--- src/rtl/bcd_pkg.sv ---
// Shared definitions for the sequential binary-to-BCD converter:
// digit width, FSM state encoding and the all-off segment pattern.
package bcd_pkg;

   localparam int DIGIT_W = 4;

   typedef enum logic [1:0] {
      IDLE  = 2'd0,
      SHIFT = 2'd1,
      DONE  = 2'd2
   } state_e;

   // Segment pattern a downstream decoder drives for a blanked digit
   localparam logic [6:0] BLANK_SEG = 7'b1111111;

endpackage

--- src/rtl/bin2bcd_seq_if.sv ---
// Request/result bundle between the adder stage, the converter and the
// 7-segment decoders. Optional BIN2BCD_BLANK_EN adds the leading-zero blank mask.
interface bin2bcd_seq_if
   import bcd_pkg::*;
#(
   parameter int WIDTH  = 9,
   parameter int DIGITS = 3
);

   logic                        start;
   logic [WIDTH-1:0]            bin_in;
   logic                        busy;
   logic                        done;
   logic [DIGIT_W*DIGITS-1:0]   bcd_out;
`ifdef BIN2BCD_BLANK_EN
   logic [DIGITS-1:0]           blank;

   modport master (output start, bin_in, input busy, done, bcd_out, blank);
   modport slave  (input start, bin_in, output busy, done, bcd_out, blank);
`else
   modport master (output start, bin_in, input busy, done, bcd_out);
   modport slave  (input start, bin_in, output busy, done, bcd_out);
`endif

endinterface

--- src/rtl/bcd_add3.sv ---
// Double-dabble digit corrector: a BCD digit of 5 or more gets 3 added so
// the following left shift carries correctly into the next decade.
module bcd_add3
   import bcd_pkg::*;
(
   input  logic [DIGIT_W-1:0] d,
   output logic [DIGIT_W-1:0] q
);

   assign q = (d >= 4'd5) ? d + 4'd3 : d;

endmodule

--- src/rtl/bin2bcd_seq.sv ---
// Sequential binary-to-BCD converter (shift-add-3, one bit per clock).
// Optional leading-zero blank mask output enabled by BIN2BCD_BLANK_EN.
module bin2bcd_seq
   import bcd_pkg::*;
#(
   parameter int WIDTH  = 9,
   parameter int DIGITS = 3
) (
   input  logic          clk,
   input  logic          rst_n,
   bin2bcd_seq_if.slave  bus
);

   localparam int CNT_W = $clog2(WIDTH + 1);
   localparam int BCD_W = DIGIT_W * DIGITS;

   generate
      if (10**DIGITS <= 2**WIDTH) begin : g_param_check
         $error("bin2bcd_seq: DIGITS=%0d cannot hold 2**WIDTH-1 for WIDTH=%0d", DIGITS, WIDTH);
      end
   endgenerate

   state_e             state_q, state_d;
   logic [WIDTH-1:0]   shreg_q;
   logic [BCD_W-1:0]   scratch_q;
   logic [BCD_W-1:0]   corr;
   logic [BCD_W-1:0]   scratch_nxt;
   logic [BCD_W-1:0]   bcd_q;
   logic [CNT_W-1:0]   cnt_q;
   logic               accept;
   logic               last;
   logic               unused_corr_msb;

   for (genvar i = 0; i < DIGITS; i++) begin : g_add3
      bcd_add3 u_add3 (
         .d (scratch_q[i*DIGIT_W +: DIGIT_W]),
         .q (corr[i*DIGIT_W +: DIGIT_W])
      );
   end

   // Corrected scratch shifted left with the binary MSB entering at bit 0;
   // the top corrected bit falls off, which the parameter check makes safe.
   assign scratch_nxt     = {corr[BCD_W-2:0], shreg_q[WIDTH-1]};
   assign unused_corr_msb = corr[BCD_W-1];

   assign accept = bus.start && ((state_q == IDLE) || (state_q == DONE));
   assign last   = (state_q == SHIFT) && (cnt_q == CNT_W'(1));

   always_ff @(posedge clk or negedge rst_n) begin
      if (!rst_n) state_q <= IDLE;
      else        state_q <= state_d;
   end

   always_comb begin
      state_d = state_q;
      case (state_q)
         IDLE:    if (bus.start) state_d = SHIFT;
         SHIFT:   if (cnt_q == CNT_W'(1)) state_d = DONE;
         DONE:    state_d = bus.start ? SHIFT : IDLE;
         default: state_d = IDLE;
      endcase
   end

   always_ff @(posedge clk or negedge rst_n) begin
      if (!rst_n) begin
         shreg_q   <= '0;
         scratch_q <= '0;
         cnt_q     <= '0;
         bcd_q     <= '0;
      end else if (accept) begin
         shreg_q   <= bus.bin_in;
         scratch_q <= '0;
         cnt_q     <= CNT_W'(WIDTH);
      end else if (state_q == SHIFT) begin
         shreg_q   <= {shreg_q[WIDTH-2:0], 1'b0};
         scratch_q <= scratch_nxt;
         cnt_q     <= cnt_q - CNT_W'(1);
         if (last) bcd_q <= scratch_nxt;
      end
   end

   assign bus.busy    = (state_q == SHIFT);
   assign bus.done    = (state_q == DONE);
   assign bus.bcd_out = bcd_q;

`ifdef BIN2BCD_BLANK_EN
   logic [DIGITS-1:0] blank_q;
   logic [DIGITS-1:0] blank_nxt;
   logic              zero_run;

   // A digit blanks only while every more-significant digit is also zero
   always_comb begin
      blank_nxt = '0;
      zero_run  = 1'b1;
      for (int i = DIGITS - 1; i >= 1; i--) begin
         zero_run     = zero_run && (scratch_nxt[i*DIGIT_W +: DIGIT_W] == '0);
         blank_nxt[i] = zero_run;
      end
   end

   always_ff @(posedge clk or negedge rst_n) begin
      if (!rst_n)    blank_q <= '0;
      else if (last) blank_q <= blank_nxt;
   end

   assign bus.blank = blank_q;
`endif

endmodule

--- src/flat_wrapper.sv ---
// flat-port wrapper written by rule: the top's interface ports become plain ports
module bin2bcd_seq_flat import bcd_pkg::*;
#(
   parameter int WIDTH  = 9,
   parameter int DIGITS = 3
)
  (clk, rst_n, bus_start, bus_bin_in, bus_busy, bus_done, bus_bcd_out);
  bin2bcd_seq_if #(.WIDTH(WIDTH), .DIGITS(DIGITS)) bus_i ();
  input  logic clk;
  input  logic rst_n;
  input wire logic [$bits(bus_i.start)-1:0] bus_start;
  input wire logic [$bits(bus_i.bin_in)-1:0] bus_bin_in;
  output wire logic [$bits(bus_i.busy)-1:0] bus_busy;
  output wire logic [$bits(bus_i.done)-1:0] bus_done;
  output wire logic [$bits(bus_i.bcd_out)-1:0] bus_bcd_out;
  assign bus_i.start = bus_start;
  assign bus_i.bin_in = bus_bin_in;
  assign bus_busy = bus_i.busy;
  assign bus_done = bus_i.done;
  assign bus_bcd_out = bus_i.bcd_out;
  bin2bcd_seq #(.WIDTH(WIDTH), .DIGITS(DIGITS)) u_core (.clk(clk), .rst_n(rst_n), .bus(bus_i));
endmodule
--- config.mk ---
export PLATFORM = sky130hd
export DESIGN_NAME = bin2bcd_seq_flat
export DESIGN_NICKNAME = d
export VERILOG_FILES = /design/src/rtl/bcd_pkg.sv /design/src/rtl/bin2bcd_seq_if.sv /design/src/rtl/bcd_add3.sv /design/src/rtl/bin2bcd_seq.sv /design/src/flat_wrapper.sv
export SDC_FILE = /design/constraint.sdc
export NUM_CORES = 1
export LEC_CHECK = 0
export ABC_AREA = 1
export CAP_MARGIN = 15
export CORE_MARGIN = 2
export CORE_UTILIZATION = 35
export DETAILED_ROUTE_END_ITERATION = 10
export GPL_TIMING_DRIVEN = 0
export PLACE_DENSITY_LB_ADDON = 0.05
export SLEW_MARGIN = 20
export SYNTH_ARGS = -nofsm -noshare
export SYNTH_HDL_FRONTEND = slang
export SYNTH_HIERARCHICAL = 1
export SYNTH_SLANG_ARGS = --single-unit
--- constraint.sdc ---
create_clock -name clk -period 2.85 [get_ports clk]
set_input_delay 0.57 -clock clk [delete_from_list [all_inputs] [get_ports clk]]
set_output_delay 0.57 -clock clk [all_outputs]
set_load 0.05 [all_outputs]
# Word level (Yosys, flattened, before mapping)

Cells that the tools add are included.

Register bits: 39
Input bits: 12
Output and inout port bits: 14
Logic and storage cells: 38

Add/sub/neg operators: 4
Order comparisons: 3
Equal/unequal tests: 5
Mux-type cells: 13
Bitwise gates (word level): 1
Reduce and logical (&&, ||, !) cells: 7

Operators by type and width:

| operator            | number |
|---|---|
| $mux 12             | 2 |
| $mux 9              | 2 |
| $mux 4              | 4 |
| $ge 4x3->1 const B  | 3 |
| $add 4x2->4 const B | 2 |
| $pmux 2 s3          | 1 |
| $eq 4x1->1 const B  | 1 |
| $mux 2              | 2 |
| $sub 4x1->4 const B | 1 |
| $add 3x2->3 const B | 1 |
| $mux 3              | 1 |
| $reduce_and 3->1    | 1 |
| $eq 2x1->1 const B  | 1 |
| $eq 2x2->1 const B  | 1 |
| $logic_and 1x1->1   | 2 |
| $logic_not 2->1     | 1 |
| $ne 2x1->1 const B  | 1 |
| $ne 2x2->1 const B  | 1 |
| $reduce_and 2->1    | 1 |
| $reduce_bool 2->1   | 1 |
| $logic_or 1x1->1    | 1 |
| $mux 1              | 1 |
| $not 1->1           | 1 |

# Depth between registers and ports, before layout

Word-level depth: 5
Depth in mapped cells: 9
Mapped depth without buffers: 9

# Cells and area by module

The synthesis kept the hierarchy.

By module, submodules not included:

| module      | instances | cells an instance | area each (µm²) | seq. area each (µm²) |
|---|---|---|---|---|
| bin2bcd_seq | 1         | 171               | 1685.4          | 975.9 |
| bcd_add3    | 3         | 23                | 135.1           | 0.0 |

# Least setup slack after synthesis

No wires, ideal clock.

Path kind: register -> output
From: reg u_core.state_q[1]
To: out bus_done
Data arrival time: 1.077 ns
Data required time: 2.280 ns
Setup slack: 1.203 ns
Cell stages (with the launch flop): 3
Buffers on the path: 0
Path through: dfrtp_1 > inv_2 > nor2_1

Cells in the longest elaborated chain, start to end: 1

RTL lines:

| element                | RTL line           | source |
|---|---|---|
| start, declared        | bin2bcd_seq.sv:23  | `state_e state_q, state_d;` |
| start signal, assigned | bin2bcd_seq.sv:51  | `else state_q <= state_d;` |
| $eq 2x2->1             | bin2bcd_seq.sv:83  | `assign bus.done = (state_q == DONE);` |
| end, declared          | flat_wrapper.sv:14 | `output wire logic [$bits(bus_i.done)-1:0] bus_done;` |

Every way passes these cells.

# Worst setup path in the final report

From: reg u_core.state_q[0]
To: out bus_busy

Cells in the longest elaborated chain, start to end: 1

RTL lines:

| element       | RTL line           | source |
|---|---|---|
| $eq 2x1->1    | bin2bcd_seq.sv:82  | `assign bus.busy = (state_q == SHIFT);` |
| end, declared | flat_wrapper.sv:13 | `output wire logic [$bits(bus_i.busy)-1:0] bus_busy;` |

Every way passes these cells.

==> flow_metrics.tcl <==
set metrics [dict create \
    ff2ff_path_depth 7 \
    worst_ep_arrival_time_ns 1.91 \
    path_clk_slew_ns 0.07 \
    grt_pass1_wl_um 7390 \
    rsz0062_at_grt "no" \
    fin_worst_skew_ns 0.00377 \
    path_class "reg2out" \
    crit_fanout 10 \
    setup_viol 0 \
    coreArea_um2 5610 \
    cts_resized 0 \
    drt_iter0_drc 42 \
    dr.pass1.iters 4 \
    fp.dieArea_um2 6530 \
    crit_required_ns 2.28 \
    grt_max_degree 31 \
    holdCritPathClass "in2async" \
    period_needed_ns 2.48 \
    fillers 577 \
    dieHeight_um 80.8 \
    slowest_stage "clkdlybuf4s50_1" \
    reg2reg_setup_slack_ns 1.46 \
    clk_path_buf_depth 2 \
    area_growth_pct 22.1 \
    routedWlPerCell_um 12.3 \
    antenna_left 0 \
    start_util 0.368 \
    clk_latency_ns 0.29 \
    totalPowerFinal_mw 3.26 \
    placed_area_um2 2420 \
    drv_slew 0 \
    max_stage_delay_ns 0.82 \
    ir_drop_v 0.000403 \
    viasPerCell 4.60 \
    design_area_um2 2520 \
    crit_path_cell_trace "inv_2 -> nor2_4 -> buf_4 -> clkdlybuf4s50_1" \
    min_period_over_period 0.869 \
    syn_inst 235 \
    numCtsBuffers 5 \
    cap_violations 0 \
    die_x_um 80.8 \
    layout.nets 288 \
    dp_cells 333 \
    globalRouteOverflowTotal 0 \
    cts_tree "yes" \
    tns_ns 0 \
    powerDensity_nw_per_um2 1290 \
    max_slew_margin 0.666 \
    antenna_found_initial 0 \
    endpoint_kind "output port" \
    hold_slack_ns 0.141 \
    place.gp.congestion 0.747 \
    worstMarginPinSlew_ns 0.500 \
    postCtsSetupRepairBufs 0 \
    finalWirelength_um 4200 \
    worst_setup_path_start_kind "flip-flop" \
    drive_gt1_frac 0.223 \
    synth_area_um2 2060 \
    rows 27 \
    place_hpwl_um 2980 \
    grt_pass1_vias 1560 \
    p_leak_nw 1.20 \
    numClockSinks 39 \
    diodes 0 \
    cts_hold_buf 0 \
    vias 1567 \
    clock-root-buffer "clkbuf_8" \
    final_cells 341 \
    htreeDepth 2 \
    reg2reg_from "u_core/scratch_q[4]$_DFFE_PN0P_" \
    io_pins 26 \
    yosys_warnings 6 \
    synthesis.nets 255 \
    final_common_cell "nand2_1" \
    finalHoldViolCount 0 \
    port_buffers 25 \
    final_cell_mix "62 x nand2_1, 39 x dfrtp_1, 26 x inv_1" \
    r2r_end "u_core/scratch_q[8]$_DFFE_PN0P_" \
    avgSynthCellArea_um2 8.79 \
    grtUsageTotal 0.150 \
    drc 0 \
    max_freq_mhz 404 \
    status "finished, final reports clean" \
]
report_power, final:
| part | switching (mW) | internal, mW | total (mW) |
|---|---|---|---|
| logic | 1.18 | 0.662 | 1.85 |
| clock network | 0.193 | 0.221 | 0.414 |
| registers | 0.186 | 0.815 | 1.00 |
worst max-delay path by stage:
stage                             startpoint                       endpoint  slack, ns  depth (start not counted)
6_report       u_core/state_q[0]$_DFFE_PN0P_                       bus_busy       0.37                          4
5_1_grt        u_core/state_q[0]$_DFFE_PN0P_                       bus_busy       0.30                          4
4_1_cts        u_core/state_q[0]$_DFFE_PN0P_                       bus_busy       0.35                          4
3_5_place_dp   u_core/state_q[0]$_DFFE_PN0P_                       bus_busy       0.69                          4
3_3_place_gp                           rst_n  u_core/shreg_q[3]$_DFFE_PN0P_       0.08                          1
2_1_floorplan  u_core/state_q[1]$_DFFE_PN0P_                       bus_done       1.20                          2
per-layer routing:
layer	vias up	track usage	routed length, µm
met4	0	0.0610	54
met2	32	0.242	1930
li1	802	-	-
met3	5	0.0322	172
met5	-	0	0
met1	728	0.195	2050
registers in the layout, summed over array words and instances (netlist names):
signal,flops
u_core/bus.bcd_out,12
u_core/cnt_q,4
u_core/scratch_q,12
u_core/shreg_q,9
u_core/state_q,2
worst max-delay path: cells and delay by family, from the launching register on:
family	cells	cell delay (ns)
buffers and inverters	3	1.09
DFF	1	0.39
and+or+nand+nor	1	0.13
cell type report:
type | count | area (µm²) | share of cell area
plain buffers | 6 | 61.3 | 0.0243
clock buffers | 8 | 100 | 0.0397
multi-input cells | 157 | 901 | 0.357
well taps | 72 | 90.1 | 0.0357
repair buffers | 26 | 265 | 0.105
inverters | 33 | 126 | 0.0501
flip-flops and latches | 39 | 976 | 0.387
stage by stage:
| step | utilization | setup slack, ns |
|---|---|---|
| CTS | 0.449 | 0.351 |
| global route | 0.449 | 0.298 |
| finish | 0.449 | 0.375 |
| global placement | 0.429 | 0.0811 |
| detailed placement | 0.432 | 0.689 |
| floorplan | - | 1.20 |
Note: power is estimated with default switching activity, not from simulation.
